**src/rtl/minc_pkg.sv**
```systemverilog
// minc_pkg: shared types and defaults for the minc run-control block.
// FSM state encoding, host command opcodes and default bus widths.
package minc_pkg;

    localparam int MINC_ADDR_W = 8;
    localparam int MINC_INSN_W = 10;
    localparam int MINC_CNT_W  = 16;

    typedef enum logic [2:0] {
        ST_IDLE = 3'd0,
        ST_LOAD = 3'd1,
        ST_RUN  = 3'd2,
        ST_STEP = 3'd3,
        ST_HALT = 3'd4
    } state_t;

    typedef enum logic [1:0] {
        OP_RUN  = 2'b00,
        OP_STEP = 2'b01,
        OP_HALT = 2'b10,
        OP_LOAD = 2'b11
    } cmd_op_t;

    // Core is out of reset whenever it has been started since the last load.
    function automatic logic core_released(input state_t s);
        return (s == ST_RUN) || (s == ST_STEP) || (s == ST_HALT);
    endfunction

endpackage

```
**src/rtl/minc_run_ctrl_if.sv**
```systemverilog
// minc_run_ctrl_if: host/debug command port and program-load stream.
// master = host side, slave = run controller.
interface minc_run_ctrl_if
    import minc_pkg::*;
#(
    parameter int INSN_W = MINC_INSN_W
) ();

    logic              cmd_valid;
    logic              cmd_ready;
    logic [1:0]        cmd_op;
    logic              ld_valid;
    logic              ld_ready;
    logic [INSN_W-1:0] ld_data;
    logic              ld_last;

    modport master (
        output cmd_valid, cmd_op, ld_valid, ld_data, ld_last,
        input  cmd_ready, ld_ready
    );

    modport slave (
        input  cmd_valid, cmd_op, ld_valid, ld_data, ld_last,
        output cmd_ready, ld_ready
    );

endinterface

```
**src/rtl/minc_prog_loader.sv**
```systemverilog
// minc_prog_loader: program-memory load path.
// Accepts ld words while the controller is in LOAD, registers one write per
// word into the program memory, and flags completion on ld_last or when the
// last address of the memory has been taken.
module minc_prog_loader
    import minc_pkg::*;
#(
    parameter int ADDR_W = MINC_ADDR_W,
    parameter int INSN_W = MINC_INSN_W
) (
    input  logic              CLK,
    input  logic              nRESET,
    input  logic              load_start,
    input  logic              load_active,
    input  logic              ld_valid,
    input  logic [INSN_W-1:0] ld_data,
    input  logic              ld_last,
    output logic              ld_ready,
    output logic              load_done,
    output logic              prog_we,
    output logic [ADDR_W-1:0] prog_addr,
    output logic [INSN_W-1:0] prog_wdata
);

    logic              ld_fire;
    logic [ADDR_W-1:0] addr_d,       addr_q;
    logic              we_d,         we_q;
    logic [ADDR_W-1:0] wr_addr_d,    wr_addr_q;
    logic [INSN_W-1:0] wr_data_d,    wr_data_q;

    assign ld_ready = load_active;
    assign ld_fire  = ld_valid & load_active;

    // Address counter and next write-port contents.
    always_comb begin
        addr_d    = addr_q;
        we_d      = 1'b0;
        wr_addr_d = wr_addr_q;
        wr_data_d = wr_data_q;
        if (load_start) begin
            addr_d = '0;
        end else if (ld_fire) begin
            addr_d    = addr_q + ADDR_W'(1);
            we_d      = 1'b1;
            wr_addr_d = addr_q;
            wr_data_d = ld_data;
        end
        // Taking the top address ends the load even without ld_last.
        load_done = ld_fire & (ld_last | (&addr_q));
    end

    // Write-port registers; address/data hold their last value between writes.
    always_ff @(posedge CLK or negedge nRESET) begin
        if (!nRESET) begin
            addr_q    <= '0;
            we_q      <= 1'b0;
            wr_addr_q <= '0;
            wr_data_q <= '0;
        end else begin
            addr_q    <= addr_d;
            we_q      <= we_d;
            wr_addr_q <= wr_addr_d;
            wr_data_q <= wr_data_d;
        end
    end

    assign prog_we    = we_q;
    assign prog_addr  = wr_addr_q;
    assign prog_wdata = wr_data_q;

endmodule

```
**src/rtl/minc_run_ctrl.sv**
```systemverilog
// minc_run_ctrl: run-control sequencer for the minc stack core.
// Owns program loading, core reset and per-cycle core enable.
// Optional build macro MINC_BREAKPOINT_EN adds the bp_addr port and a
// PC breakpoint that halts RUN before the instruction at bp_addr executes.
//
//  state | meaning
//  IDLE  | core held in reset, waiting for a command
//  LOAD  | core in reset, accepting program words
//  RUN   | core enabled every cycle
//  STEP  | core enabled for one cycle, then HALT
//  HALT  | core out of reset but stopped, state retained
module minc_run_ctrl
    import minc_pkg::*;
#(
    parameter int ADDR_W     = MINC_ADDR_W,
    parameter int INSN_W     = MINC_INSN_W,
    parameter int CNT_W      = MINC_CNT_W,
    parameter int MAX_CYCLES = 0
) (
    input  logic              CLK,
    input  logic              nRESET,
    minc_run_ctrl_if.slave    host,
    input  logic [ADDR_W-1:0] pc,
`ifdef MINC_BREAKPOINT_EN
    input  logic [ADDR_W-1:0] bp_addr,
`endif
    output logic              core_en,
    output logic              core_rst_n,
    output logic              prog_we,
    output logic [ADDR_W-1:0] prog_addr,
    output logic [INSN_W-1:0] prog_wdata,
    output logic              halted,
    output logic [CNT_W-1:0]  cycle_cnt
);

    localparam bit               LIMIT_EN = (MAX_CYCLES != 0);
    localparam logic [CNT_W:0]   MAX_LIM  = (CNT_W+1)'(MAX_CYCLES);

    state_t           state_d,      state_q;
    logic             run_d,        run_q;
    logic             first_d,      first_q;
    logic             cmd_ready_d,  cmd_ready_q;
    logic             ld_ready_d,   ld_ready_q;
    logic             halted_d,     halted_q;
    logic             core_rst_n_d, core_rst_n_q;
    logic [CNT_W-1:0] cycle_cnt_d,  cycle_cnt_q;

    logic             bp_hit;
    logic             core_en_w;
    logic             cmd_fire;
    cmd_op_t          op;
    logic             load_start;
    logic             load_done;
    logic             ld_ready_w;

`ifdef MINC_BREAKPOINT_EN
    // The first enabled cycle after a RUN/STEP accept is exempt so that
    // resuming from a breakpoint executes the instruction it stopped on.
    assign bp_hit = (state_q == ST_RUN) && !first_q && (pc == bp_addr);
`else
    logic unused_bp_inputs;
    assign bp_hit           = 1'b0;
    assign unused_bp_inputs = ^{pc, first_q};
`endif

    assign core_en_w = run_q & ~bp_hit;
    assign cmd_fire  = host.cmd_valid & cmd_ready_q;
    assign op        = cmd_op_t'(host.cmd_op);

    // Next-state, cycle counter and registered output decode.
    always_comb begin
        state_d     = state_q;
        first_d     = 1'b0;
        load_start  = 1'b0;
        cycle_cnt_d = cycle_cnt_q;

        if (core_en_w && !(&cycle_cnt_q)) begin
            cycle_cnt_d = cycle_cnt_q + CNT_W'(1);
        end

        case (state_q)
            ST_IDLE, ST_HALT: begin
                if (cmd_fire) begin
                    case (op)
                        OP_RUN: begin
                            // A spent cycle budget leaves the core stopped.
                            if (LIMIT_EN && ({1'b0, cycle_cnt_q} >= MAX_LIM)) begin
                                state_d = ST_HALT;
                            end else begin
                                state_d = ST_RUN;
                                first_d = 1'b1;
                            end
                        end
                        OP_STEP: begin
                            state_d = ST_STEP;
                            first_d = 1'b1;
                        end
                        OP_LOAD: begin
                            state_d    = ST_LOAD;
                            load_start = 1'b1;
                        end
                        default: ;
                    endcase
                end
            end
            ST_LOAD: begin
                if (load_done) begin
                    state_d = ST_IDLE;
                end
            end
            ST_RUN: begin
                if (cmd_fire && (op == OP_LOAD)) begin
                    state_d    = ST_LOAD;
                    load_start = 1'b1;
                end else if (cmd_fire && (op == OP_HALT)) begin
                    state_d = ST_HALT;
                end else if (bp_hit) begin
                    state_d = ST_HALT;
                end else if (LIMIT_EN && core_en_w && ({1'b0, cycle_cnt_d} >= MAX_LIM)) begin
                    state_d = ST_HALT;
                end
            end
            ST_STEP: begin
                state_d = ST_HALT;
            end
            default: begin
                state_d = ST_IDLE;
            end
        endcase

        if (load_start) begin
            cycle_cnt_d = '0;
        end

        run_d        = (state_d == ST_RUN) || (state_d == ST_STEP);
        cmd_ready_d  = (state_d == ST_IDLE) || (state_d == ST_RUN) || (state_d == ST_HALT);
        ld_ready_d   = (state_d == ST_LOAD);
        halted_d     = (state_d == ST_HALT);
        core_rst_n_d = core_released(state_d);
    end

    // Run-control FSM state and its registered outputs.
    always_ff @(posedge CLK or negedge nRESET) begin
        if (!nRESET) begin
            state_q      <= ST_IDLE;
            run_q        <= 1'b0;
            first_q      <= 1'b0;
            cmd_ready_q  <= 1'b1;
            ld_ready_q   <= 1'b0;
            halted_q     <= 1'b0;
            core_rst_n_q <= 1'b0;
            cycle_cnt_q  <= '0;
        end else begin
            state_q      <= state_d;
            run_q        <= run_d;
            first_q      <= first_d;
            cmd_ready_q  <= cmd_ready_d;
            ld_ready_q   <= ld_ready_d;
            halted_q     <= halted_d;
            core_rst_n_q <= core_rst_n_d;
            cycle_cnt_q  <= cycle_cnt_d;
        end
    end

    minc_prog_loader #(
        .ADDR_W (ADDR_W),
        .INSN_W (INSN_W)
    ) u_loader (
        .CLK         (CLK),
        .nRESET      (nRESET),
        .load_start  (load_start),
        .load_active (ld_ready_q),
        .ld_valid    (host.ld_valid),
        .ld_data     (host.ld_data),
        .ld_last     (host.ld_last),
        .ld_ready    (ld_ready_w),
        .load_done   (load_done),
        .prog_we     (prog_we),
        .prog_addr   (prog_addr),
        .prog_wdata  (prog_wdata)
    );

    assign host.cmd_ready = cmd_ready_q;
    assign host.ld_ready  = ld_ready_w;
    assign core_en        = core_en_w;
    assign core_rst_n     = core_rst_n_q;
    assign halted         = halted_q;
    assign cycle_cnt      = cycle_cnt_q;

endmodule

```
**src/flat_wrapper.sv**
```systemverilog
// flat-port wrapper written by rule: the top's interface ports become plain ports
module minc_run_ctrl_flat import minc_pkg::*;
#(
    parameter int ADDR_W     = MINC_ADDR_W,
    parameter int INSN_W     = MINC_INSN_W,
    parameter int CNT_W      = MINC_CNT_W,
    parameter int MAX_CYCLES = 0
)
  (CLK, nRESET, pc, core_en, core_rst_n, prog_we, prog_addr, prog_wdata, halted, cycle_cnt, host_cmd_valid, host_cmd_op, host_ld_valid, host_ld_data, host_ld_last, host_cmd_ready, host_ld_ready);
  minc_run_ctrl_if #(.INSN_W(INSN_W)) host_i ();
  input  logic CLK;
  input  logic nRESET;
  input  logic [ADDR_W-1:0] pc;
  output logic core_en;
  output logic core_rst_n;
  output logic prog_we;
  output logic [ADDR_W-1:0] prog_addr;
  output logic [INSN_W-1:0] prog_wdata;
  output logic halted;
  output logic [CNT_W-1:0] cycle_cnt;
  input wire logic [$bits(host_i.cmd_valid)-1:0] host_cmd_valid;
  input wire logic [$bits(host_i.cmd_op)-1:0] host_cmd_op;
  input wire logic [$bits(host_i.ld_valid)-1:0] host_ld_valid;
  input wire logic [$bits(host_i.ld_data)-1:0] host_ld_data;
  input wire logic [$bits(host_i.ld_last)-1:0] host_ld_last;
  output wire logic [$bits(host_i.cmd_ready)-1:0] host_cmd_ready;
  output wire logic [$bits(host_i.ld_ready)-1:0] host_ld_ready;
  assign host_i.cmd_valid = host_cmd_valid;
  assign host_i.cmd_op = host_cmd_op;
  assign host_i.ld_valid = host_ld_valid;
  assign host_i.ld_data = host_ld_data;
  assign host_i.ld_last = host_ld_last;
  assign host_cmd_ready = host_i.cmd_ready;
  assign host_ld_ready = host_i.ld_ready;
  minc_run_ctrl #(.ADDR_W(ADDR_W), .INSN_W(INSN_W), .CNT_W(CNT_W), .MAX_CYCLES(MAX_CYCLES)) u_core (.CLK(CLK), .nRESET(nRESET), .host(host_i), .pc(pc), .core_en(core_en), .core_rst_n(core_rst_n), .prog_we(prog_we), .prog_addr(prog_addr), .prog_wdata(prog_wdata), .halted(halted), .cycle_cnt(cycle_cnt));
endmodule
```
**config.mk**
```make
export PLATFORM = sky130hd
export DESIGN_NAME = minc_run_ctrl_flat
export DESIGN_NICKNAME = d
export VERILOG_FILES = /design/src/rtl/minc_pkg.sv /design/src/rtl/minc_run_ctrl_if.sv /design/src/rtl/minc_prog_loader.sv /design/src/rtl/minc_run_ctrl.sv /design/src/flat_wrapper.sv
export SDC_FILE = /design/constraint.sdc
export NUM_CORES = 1
export LEC_CHECK = 0
export CAP_MARGIN = 20
export CORE_UTILIZATION = 48
export DETAILED_ROUTE_END_ITERATION = 10
export PLACE_DENSITY = 0.8
export SLEW_MARGIN = 20
export SYNTH_ARGS = -nofsm -noshare
export SYNTH_HDL_FRONTEND = slang
export SYNTH_HIERARCHICAL = 1
export SYNTH_SLANG_ARGS = --single-unit
```
**constraint.sdc**
```tcl
create_clock -name CLK -period 2.91 [get_ports CLK]
set_clock_uncertainty 0.2 [all_clocks]
set_input_delay 0.582 -clock CLK [delete_from_list [all_inputs] [get_ports CLK]]
set_output_delay 0.582 -clock CLK [all_outputs]
set_load 0.03 [all_outputs]
```
== Word-level counts from Yosys, hierarchy flattened ==
Index checks and enable logic that the tools add are counted.

* Register bits after elaboration: 51
* Output and inout port bits: 40
* Word-level logic and storage cells: 62

* Add/subtract/negate cells: 2
* Eq/ne operators: 11
* Multiplexer cells: 16
* Bitwise gates (word level): 5
* Reductions and logical operators: 17

{| class="wikitable"
|+ Operator list
! cell !! number
|-
| $mux 16 || 2
|-
| $add 16x1->16 const B || 1
|-
| $mux 8 || 2
|-
| $reduce_and 16->1 || 1
|-
| $eq 3x2->1 const B || 4
|-
| $mux 3 || 4
|-
| $pmux 3 s4 || 1
|-
| $pmux 3 s3 || 1
|-
| $add 8x1->8 const B || 1
|-
| $reduce_and 8->1 || 1
|-
| $eq 3x1->1 const B || 2
|-
| $eq 3x3->1 const B || 2
|-
| $logic_not 3->1 || 2
|-
| $mux 1 || 5
|-
| $eq 2x2->1 const B || 2
|-
| $logic_or 1x1->1 || 4
|-
| $reduce_bool 2->1 || 2
|-
| $and 1x1->1 || 3
|-
| $logic_and 1x1->1 || 3
|-
| $eq 2x1->1 const B || 1
|-
| $logic_not 2->1 || 1
|-
| $pmux 1 s2 || 1
|-
| $reduce_and 2->1 || 1
|-
| $reduce_or 2->1 || 1
|-
| 3 further kinds || 3
|}

== Depth between registers and ports, before layout ==
Gate-level depths: netlist of the first run.

* Depth after elaboration: 8
* Mapped depth: 9
* Depth with buffers taken out: 8

== Cells and area by module ==
Netlist of the first run, hierarchy kept.

{| class="wikitable"
|+ By module, submodules not included
! module !! instances !! cells an instance !! area each (um^2)
|-
| minc_run_ctrl || 1 || 126 || 1226.2
|-
| minc_prog_loader || 1 || 89 || 1136.1
|}

== Worst setup path after synthesis of the first run ==
Ideal clock, no wire load.

* Path type: input to register
* Start point: in host_cmd_valid
* End point: reg u_core.u_loader.wr_data_q[0], in the netlist u_core/u_loader/prog_wdata[0]
* Setup time: 0.125 ns
* Arrival time: 2.024 ns
* Path slack: 0.561 ns
* Stages: 9
* Path buffers: 3
* Cell sequence: and3_1 > nand3_1 > inv_1 > buf_6 > or2_1 > buf_6 > inv_2 > buf_6 > mux2_2

* Longest elaborated chain between the ends: 6

{| class="wikitable"
|+ Ends and longest elaborated chain
! item !! line !! source
|-
| start, declared || flat_wrapper.sv:21 || <nowiki>input wire logic [$bits(host_i.cmd_valid)-1:0] host_cmd_valid;</nowiki>
|-
| $and 1x1->1 * || minc_run_ctrl.sv:67 || <nowiki>assign cmd_fire = host.cmd_valid & cmd_ready_q;</nowiki>
|-
| $logic_and 1x1->1 || minc_run_ctrl.sv:112 || <nowiki>if (cmd_fire && (op == OP_LOAD)) begin</nowiki>
|-
| $mux 1 || minc_run_ctrl.sv:112 ||
|-
| $pmux 1 s2 * || minc_run_ctrl.sv:81 || <nowiki>case (state_q)</nowiki>
|-
| net u_core.load_start || minc_run_ctrl.sv:52 || <nowiki>logic load_start;</nowiki>
|-
| $not 1->1 (no source line) * || - ||
|-
| $reduce_and 2->1 (no source line) * || - ||
|-
| end signal, assigned || minc_prog_loader.sv:63 || <nowiki>wr_data_q <= wr_data_d;</nowiki>
|-
| end, declared || minc_prog_loader.sv:29 || <nowiki>logic [INSN_W-1:0] wr_data_d, wr_data_q;</nowiki>
|}

Mark *: on every way through the listed nets, which the timed path passes. The rest lies on a longest branch.
A chain may end at the register's enable or synchronous reset.

== Worst setup path after layout of the first run ==
* Start point: reg u_core.cmd_ready_q, in the netlist u_core/host.cmd_ready
* End point: out host_cmd_ready

{| class="wikitable"
|+ RTL lines
! item !! line !! source
|-
| start, declared || minc_run_ctrl.sv:42 || <nowiki>logic cmd_ready_d, cmd_ready_q;</nowiki>
|-
| start signal, assigned || minc_run_ctrl.sv:157 || <nowiki>cmd_ready_q <= cmd_ready_d;</nowiki>
|-
| end, declared || flat_wrapper.sv:26 || <nowiki>output wire logic [$bits(host_i.cmd_ready)-1:0] host_cmd_ready;</nowiki>
|}

No word-level cell between the ends.

==> results.md, run 1 <==
* Hold WC Path Type: input pin to asynchronous set/reset pin
* Part of the power in registers at 0.419
* CTS clk-pin slew, worst paths at 90 ps
* Total iterations of the first detailed-routing run at 4
* Buffers plus inverters on the worst setup path at 1
* Most common library cell in the layout ignoring fill and taps: clkdlybuf4s50_1
* Power density over cell area at 881 nW/µm²
* Initial DRC count at 139
* Residual DRC at 0
* Top-Level Pins at 65
* Critical path startpoint category: flip-flop
* Half-perimeter wire length after placement at 3.35 mm
* Root Buffer: clkbuf_8
* Drt wl/cell at 13.8 µm
* Cell type group with the largest total delay on the critical path: buffers and inverters
* CTS H-tree lvls at 2
* Die width at 72.2 µm
* Gate count after technology mapping at 215
* Diode insertion count for antenna repair at 0
* Proportion of power drawn by the clock network at 0.151
* Internal power at 1.63 mW
* Final period utilization at 0.800
* Post-DRT Antenna Nets at 0
* Fraction of layout cells with a size suffix above 1 at 0.147
* Status: finished clean
* Setup tns final at 0 ps
* TritonCTS clock tree: built
* Hold violation count in the final report at 0
* Standard cell with the maximum stage delay on the critical path: clkdlybuf4s50_1
* Pins Over Slew Limit at 0
* Clock period minus worst slack at 2330 ps
* Delay contributed by the slowest stage of the critical path at 670 ps
* Placed cell count at 337
* DR vias/cell at 5.55
* Ys Warns at 6
* Number of flops mapped to enable cells by yosys at 0
* Transition time of the tightest slew-check pin at 595 ps
* Post-CTS Setup Inserts at 0
* Number of clock sinks seen by CTS at 51
* Total standard cell area after synthesis at 2360 µm²
* Post-CTS Hold Buffers at 0
* Area taken by flip-flops and latches at 1280 µm²
* Non-Filler Instances at 345
* Critical path data arrival time at 1550 ps
* Final Setup Violations at 0
* Top_reg_cell synth: dfrtp_1
* Total global-route track usage at 0.200
* Layout Area Growth over Synthesis at 30.7%
* Overall routed net length at 4.77 mm
* Count of distinct cell types in the synthesized netlist at 43
* Number of buffer cells added on primary ports at 56
* Number of buffers added by the clock tree synthesis step at 5
* Mean post-synth cell area at 11.0 µm²
* Net count of the mapped netlist at 242
* Initial antenna violation count at 0
* Largest fanout on the critical path at 6
* Clock latency on the worst-skew pair at 300 ps
* Fmax achieved at 430 MHz
* First-pass GRT wire length at 8.18 mm
* Combinational Power Share at 0.430
* Net count, final at 304
* Die Outline Area at 5210 µm²
* Synthesis-stage register bit count at 51
* Core Footprint at 4720 µm²
* Crit path required time at 2130 ps
* R2R Setup Slk at 760 ps
* Standby leakage power at 1.26 nW
* Final Worst Setup Slack at 582 ps
* Worst IR Drop VDD at 496 µV
* Filler instances at 394
* Category of the critical setup timing path: flip-flop to output pin
* Placer's final routability congestion estimate at 0.813
* Die height at 72.2 µm
* Setup repair after global routing missed its margin: no
* Leading cell types in the layout, fill and taps excluded: clkdlybuf4s50_1, dfrtp_1, a21oi_1, mux2_2, o21ai_0
* Worst reg2reg startpoint: u_core/cycle_cnt[0]
* Area used by multi-input combinational logic at 995 µm²
* Effective utilization at floorplan at 0.500
* Via count of the first global-routing pass at 1755
* RR Endpoint: u_core/cycle_cnt[14]
* Type of destination of the critical path: output pin
* Slew HR at 0.599
* Cell Chain, Critical Path: clkdlybuf4s50_1
* Maximum number of pins on one net before global-route repair at 30
* Worst slack at placement at 304 ps
* Max cap viols at 0
* Depth of the worst register-to-register path at 5
* Clock Tree Buf Depth at 2
* Row cnt at 25
* Switching share of power at 0.402
* Post-synth ARST share at 1.00
* Via count of the routed design at 1916
* Sequential-to-total area share from yosys stat at 0.541
* Net switching power of the design at 1.09 mW
* Post-CTS sizing at 0
* Grt ovf at 0
==> cell families after synthesis <==
group | after synthesis | synth area share
DFF | 51 | 0.541
and+or+nand+nor | 73 | 0.176
xor gates and xnor gates | 3 | 0.0111
muxes | 17 | 0.0805
adders and majority gates | 2 | 0.0106
buffers and inverters | 15 | 0.0381
AOI/OAI and AO/OA | 54 | 0.142
==> area by class of cell <==
class                           count  area share
Tap cell                           67      0.0271
Clock buffer                        5      0.0223
Timing Repair Buffer               61       0.196
Inverter                            9      0.0109
Multi-Input combinational cell    149       0.322
Sequential cell                    51       0.414
Clock inverter                      3     0.00770
==> how the worst max path moves through the flow <==
stage	depth (start not counted)	startpoint	endpoint
CTS	1	u_core/host.cmd_ready	host_cmd_ready
finish	1	u_core/host.cmd_ready	host_cmd_ready
global placement	7	host_cmd_valid	u_core/u_loader/prog_wdata[1]
detailed placement	7	host_cmd_valid	u_core/u_loader/prog_wdata[1]
floorplan	9	host_cmd_valid	u_core/u_loader/prog_wdata[0]
global route	1	u_core/host.cmd_ready	host_cmd_ready
==> through the flow <==
step	cell area (µm²)	power (mW)	util	hold WS [ps]
after floorplan	2360	1.83	-	86.4
after global placement	3000	2.29	0.634	288
after detailed placement	3000	2.33	0.634	295
after CTS	3090	2.75	0.654	62.7
after global routing	3090	2.89	0.654	83.7
final	3090	2.72	0.654	51.3
==> power groups by stage <==
stage,clock (mW),sequential (mW),combinational (mW)
5_1_grt,0.456,1.18,1.26
3_3_place_gp,0,1.14,1.15
3_5_place_dp,0,1.16,1.18
6_report,0.411,1.14,1.17
4_1_cts,0.427,1.14,1.18
2_1_floorplan,0,1.47,0.368
==> flip-flops by register name, summed over array words and instances, names as in the netlist <==
| name | cells |
|---|---|
| u_core/state_q | 3 |
| u_core/ld_ready_q | 1 |
| u_core/u_loader/prog_wdata | 10 |
| u_core/core_rst_n | 1 |
| u_core/cycle_cnt | 16 |
| u_core/host.cmd_ready | 1 |
| u_core/halted | 1 |
| u_core/core_en | 1 |
| u_core/u_loader/prog_addr | 8 |
| u_core/u_loader/prog_we | 1 |
| u_core/u_loader/addr_q | 8 |
==> routing by layer <==
metal / vias to the layer above / global-route usage / share of wire
li1: 922 / - / -
met1: 925 / 0.263 / 0.45
met2: 67 / 0.340 / 0.49
met3: 2 / 0.0472 / 0.054
met4: 0 / 0.0436 / 0.0027
met5: - / 0 / 0
==> cell usage after synthesis, types with 2 or more instances <==
library cell   n  share of area
nor3_1         4         0.0085
nand4_1        5          0.013
a31oi_1        2         0.0053
or3_2          2         0.0064
o22ai_1        2         0.0053
o31ai_1        5          0.016
xor2_1         3          0.011
or4_1          5          0.016
or2_2          2         0.0053
buf_6          4          0.019
o21ai_0       15          0.032
a211oi_1       2         0.0064
a21oi_1       19          0.040
or3_1          7          0.019
a2111oi_0      4          0.015
nor4_1         2         0.0053
dfrtp_1       50           0.53
mux2_2        16          0.076
ha_1           2          0.011
nor2_1        11          0.017
inv_1          8          0.013
and3_1         3         0.0079
nand2_1       12          0.019
nand3_1       11          0.023
Note: power is estimated with default switching activity, not from simulation.
==> run 2: changes to the inputs <==
--- a/config.mk
+++ b/config.mk
@@ -6,9 +6,9 @@
 export NUM_CORES = 1
 export LEC_CHECK = 0
 export CAP_MARGIN = 20
-export CORE_UTILIZATION = 48
+export CORE_UTILIZATION = 43
 export DETAILED_ROUTE_END_ITERATION = 10
-export PLACE_DENSITY = 0.8
+export PLACE_DENSITY = 0.76
 export SLEW_MARGIN = 20
 export SYNTH_ARGS = -nofsm -noshare
 export SYNTH_HDL_FRONTEND = slang
==> constraint.sdc (replaced) <==
create_clock -name CLK -period 2 [get_ports CLK]
set_clock_uncertainty 0.2 [all_clocks]
set_input_delay 0.4 -clock CLK [delete_from_list [all_inputs] [get_ports CLK]]
set_output_delay 0.4 -clock CLK [all_outputs]
set_load 0.03 [all_outputs]
==> run 2 against run 1 <==
Against the previous run: power increased by 48%; die area increased by 11%; global-route usage decreased by 1.5 points; sequential share of layout area decreased by 1.8 points; hold slack improved by 260 ps; combinational power increased by 56%; cell count increased by 6.1%; critical endpoint is now u_core/u_loader/prog_wdata[9].
==> results.md, run 2 (synthesized netlist as in run 1, its figures left out) <==
* Diode insertion count for antenna repair at 0
* Die width at 76.1 µm
* Largest fanout on the critical path at 11
* Post-DRT Antenna Nets at 0
* Half-perimeter wire length after placement at 3.57 mm
* Transition time of the tightest slew-check pin at 489 ps
* Crit path required time at 1980 ps
* Hold WS at 308 ps
* Initial DRC count at 91
* Row cnt at 26
* Clock period minus worst slack at 1960 ps
* Status: finished clean
* Die Outline Area at 5790 µm²
* CTS H-tree lvls at 2
* Critical path data arrival time at 1940 ps
* Max FFs per register at 16
* Critical path startpoint category: input pin
* Category of the critical setup timing path: input pin to flip-flop
* Setup repair after global routing missed its margin: no
* Placer's final routability congestion estimate at 0.793
* Non-Filler Cell Area, Final at 3270 µm²
* Startpoint of the tightest hold check path: u_core/u_loader/prog_addr[0]
* Initial antenna violation count at 0
* Setup tns final at 0 ps
* Hold violation count in the final report at 0
* Type of destination of the critical path: flip-flop
* Die height at 76.1 µm
* Worst reg2reg startpoint: u_core/cycle_cnt[0]
* DR vias/cell at 5.33
* Residual DRC at 0
* Net count, final at 322
* Clock Tree Buf Depth at 2
* First-pass GRT wire length at 8.57 mm
* TritonCTS clock tree: built
* Root Buffer: clkbuf_8
* Fmax achieved at 510 MHz
* Final Setup Violations at 0
* Pins Over Slew Limit at 0
* Depth of the worst register-to-register path at 4
* Layout Area Growth over Synthesis at 38.4%
* Area of placed instances at 3160 µm²
* Standby leakage power at 1.44 nW
* Final period utilization at 0.980
* Slew HR at 0.671
* Effective utilization at floorplan at 0.454
* Hold WC Path Type: flip-flop to flip-flop
* Total power at 4.04 mW
* Maximum number of pins on one net before global-route repair at 37
* Clock latency on the worst-skew pair at 300 ps
* CTS clk-pin slew, worst paths at 90 ps
* Total global-route track usage at 0.185
* Number of clock sinks seen by CTS at 51
* Number of cells on the worst hold path at 1
* Grt ovf at 0
* Total iterations of the first detailed-routing run at 4
* RR Endpoint: u_core/cycle_cnt[11]
* Most common library cell in the layout ignoring fill and taps: dfrtp_1
* Via count of the routed design at 1951
* Leading cell types in the layout, fill and taps excluded: dfrtp_1, clkdlybuf4s50_1, buf_4, a21oi_1
* Overall routed net length at 4.95 mm
* R2R Setup Slk at 80 ps
* Power density over cell area at 1230 nW/µm²
* End point of the worst hold path: u_core/u_loader/prog_addr[0]
* Number of buffers added by the clock tree synthesis step at 5
* Worst IR Drop VDD at 868 µV
* Top-Level Pins at 65
* Filler instances at 416
* Via count of the first global-routing pass at 1874
* Fraction of layout cells with a size suffix above 1 at 0.250
* Number of buffer cells added on primary ports at 56
* Core Footprint at 5200 µm²
* Max cap viols at 0
* Core occupancy in the finished layout at 0.628
* Drt wl/cell at 13.5 µm
-- run 2: changes by cell type in the layout (fill, tap and decap cells not counted), sizes merged, moves of 2 or more --
cell,change
buf,+17
clkbuf,+2
clkdlybuf4s50,-20
clkinvlp,-2
dlygate4sd2,+16
dlymetal6s2s,+4
-- run 2: layout make-up --
class / count / area, µm² / area share
multi-input combinational: 149 / 1030 / 0.316
tap: 70 / 87.6 / 0.0268
sequential: 51 / 1290 / 0.396
timing repair buffer: 79 / 733 / 0.224
clock buffer: 7 / 76.3 / 0.0233
clock inverter: 1 / 5.00 / 0.00153
inverter: 9 / 41.3 / 0.0126
-- run 2: where the power goes --
part | internal (mW) | leakage [nW] | switching (mW) | total (mW)
clock | 0.246 | 0.0422 | 0.311 | 0.558
combinational | 0.813 | 0.754 | 1.02 | 1.83
sequential | 1.37 | 0.647 | 0.279 | 1.65
-- run 2: worst max-delay path, cell delays in order --
cell and delay, ps:
clkdlybuf4s50_1 420, and3_4 200, nand3_4 70, inv_4 30
or2_1 220, buf_4 150, inv_6 100, mux2_2 350
-- run 2: worst max-delay path by stage --
| stage | start | to | slack, ps | depth (start not counted) |
|---|---|---|---|---|
| after detailed placement | host_cmd_op[1] | u_core/u_loader/prog_wdata[9] | -330 | 8 |
| final | host_cmd_valid | u_core/u_loader/prog_wdata[9] | 40 | 8 |
| after global routing | host_cmd_valid | u_core/u_loader/prog_wdata[5] | 4 | 8 |
| after CTS | host_cmd_op[1] | u_core/u_loader/prog_wdata[0] | 0.9 | 8 |
| after floorplan | u_core/host.cmd_ready | u_core/u_loader/prog_wdata[0] | -140 | 9 |
| after global placement | host_cmd_op[1] | u_core/u_loader/prog_wdata[2] | -310 | 8 |
-- run 2: stage by stage --
step	setup WS, ps	cells
detailed placement	-333	355
global route	3.91	366
finish	40.2	366
CTS	0.917	365
floorplan	-138	215
global placement	-305	355
-- run 2: layer usage --
layer | global-route usage | vias up | share of wire
met2 | 0.323 | 40 | 0.51
met3 | 0.0395 | 4 | 0.036
met4 | 0.0519 | 0 | 0.0097
met5 | 0 | - | 0
met1 | 0.231 | 946 | 0.44
li1 | - | 961 | -
-- run 2: repair_timing --
action                     4_1_cts  5_1_grt
gates cloned                     0        0
setup endpoints to repair       17       23
pin swaps                        0        2
hold endpoints to repair        14        0
buffers inserted                 1        1
hold buffers                     1        0
resized for setup               16       11
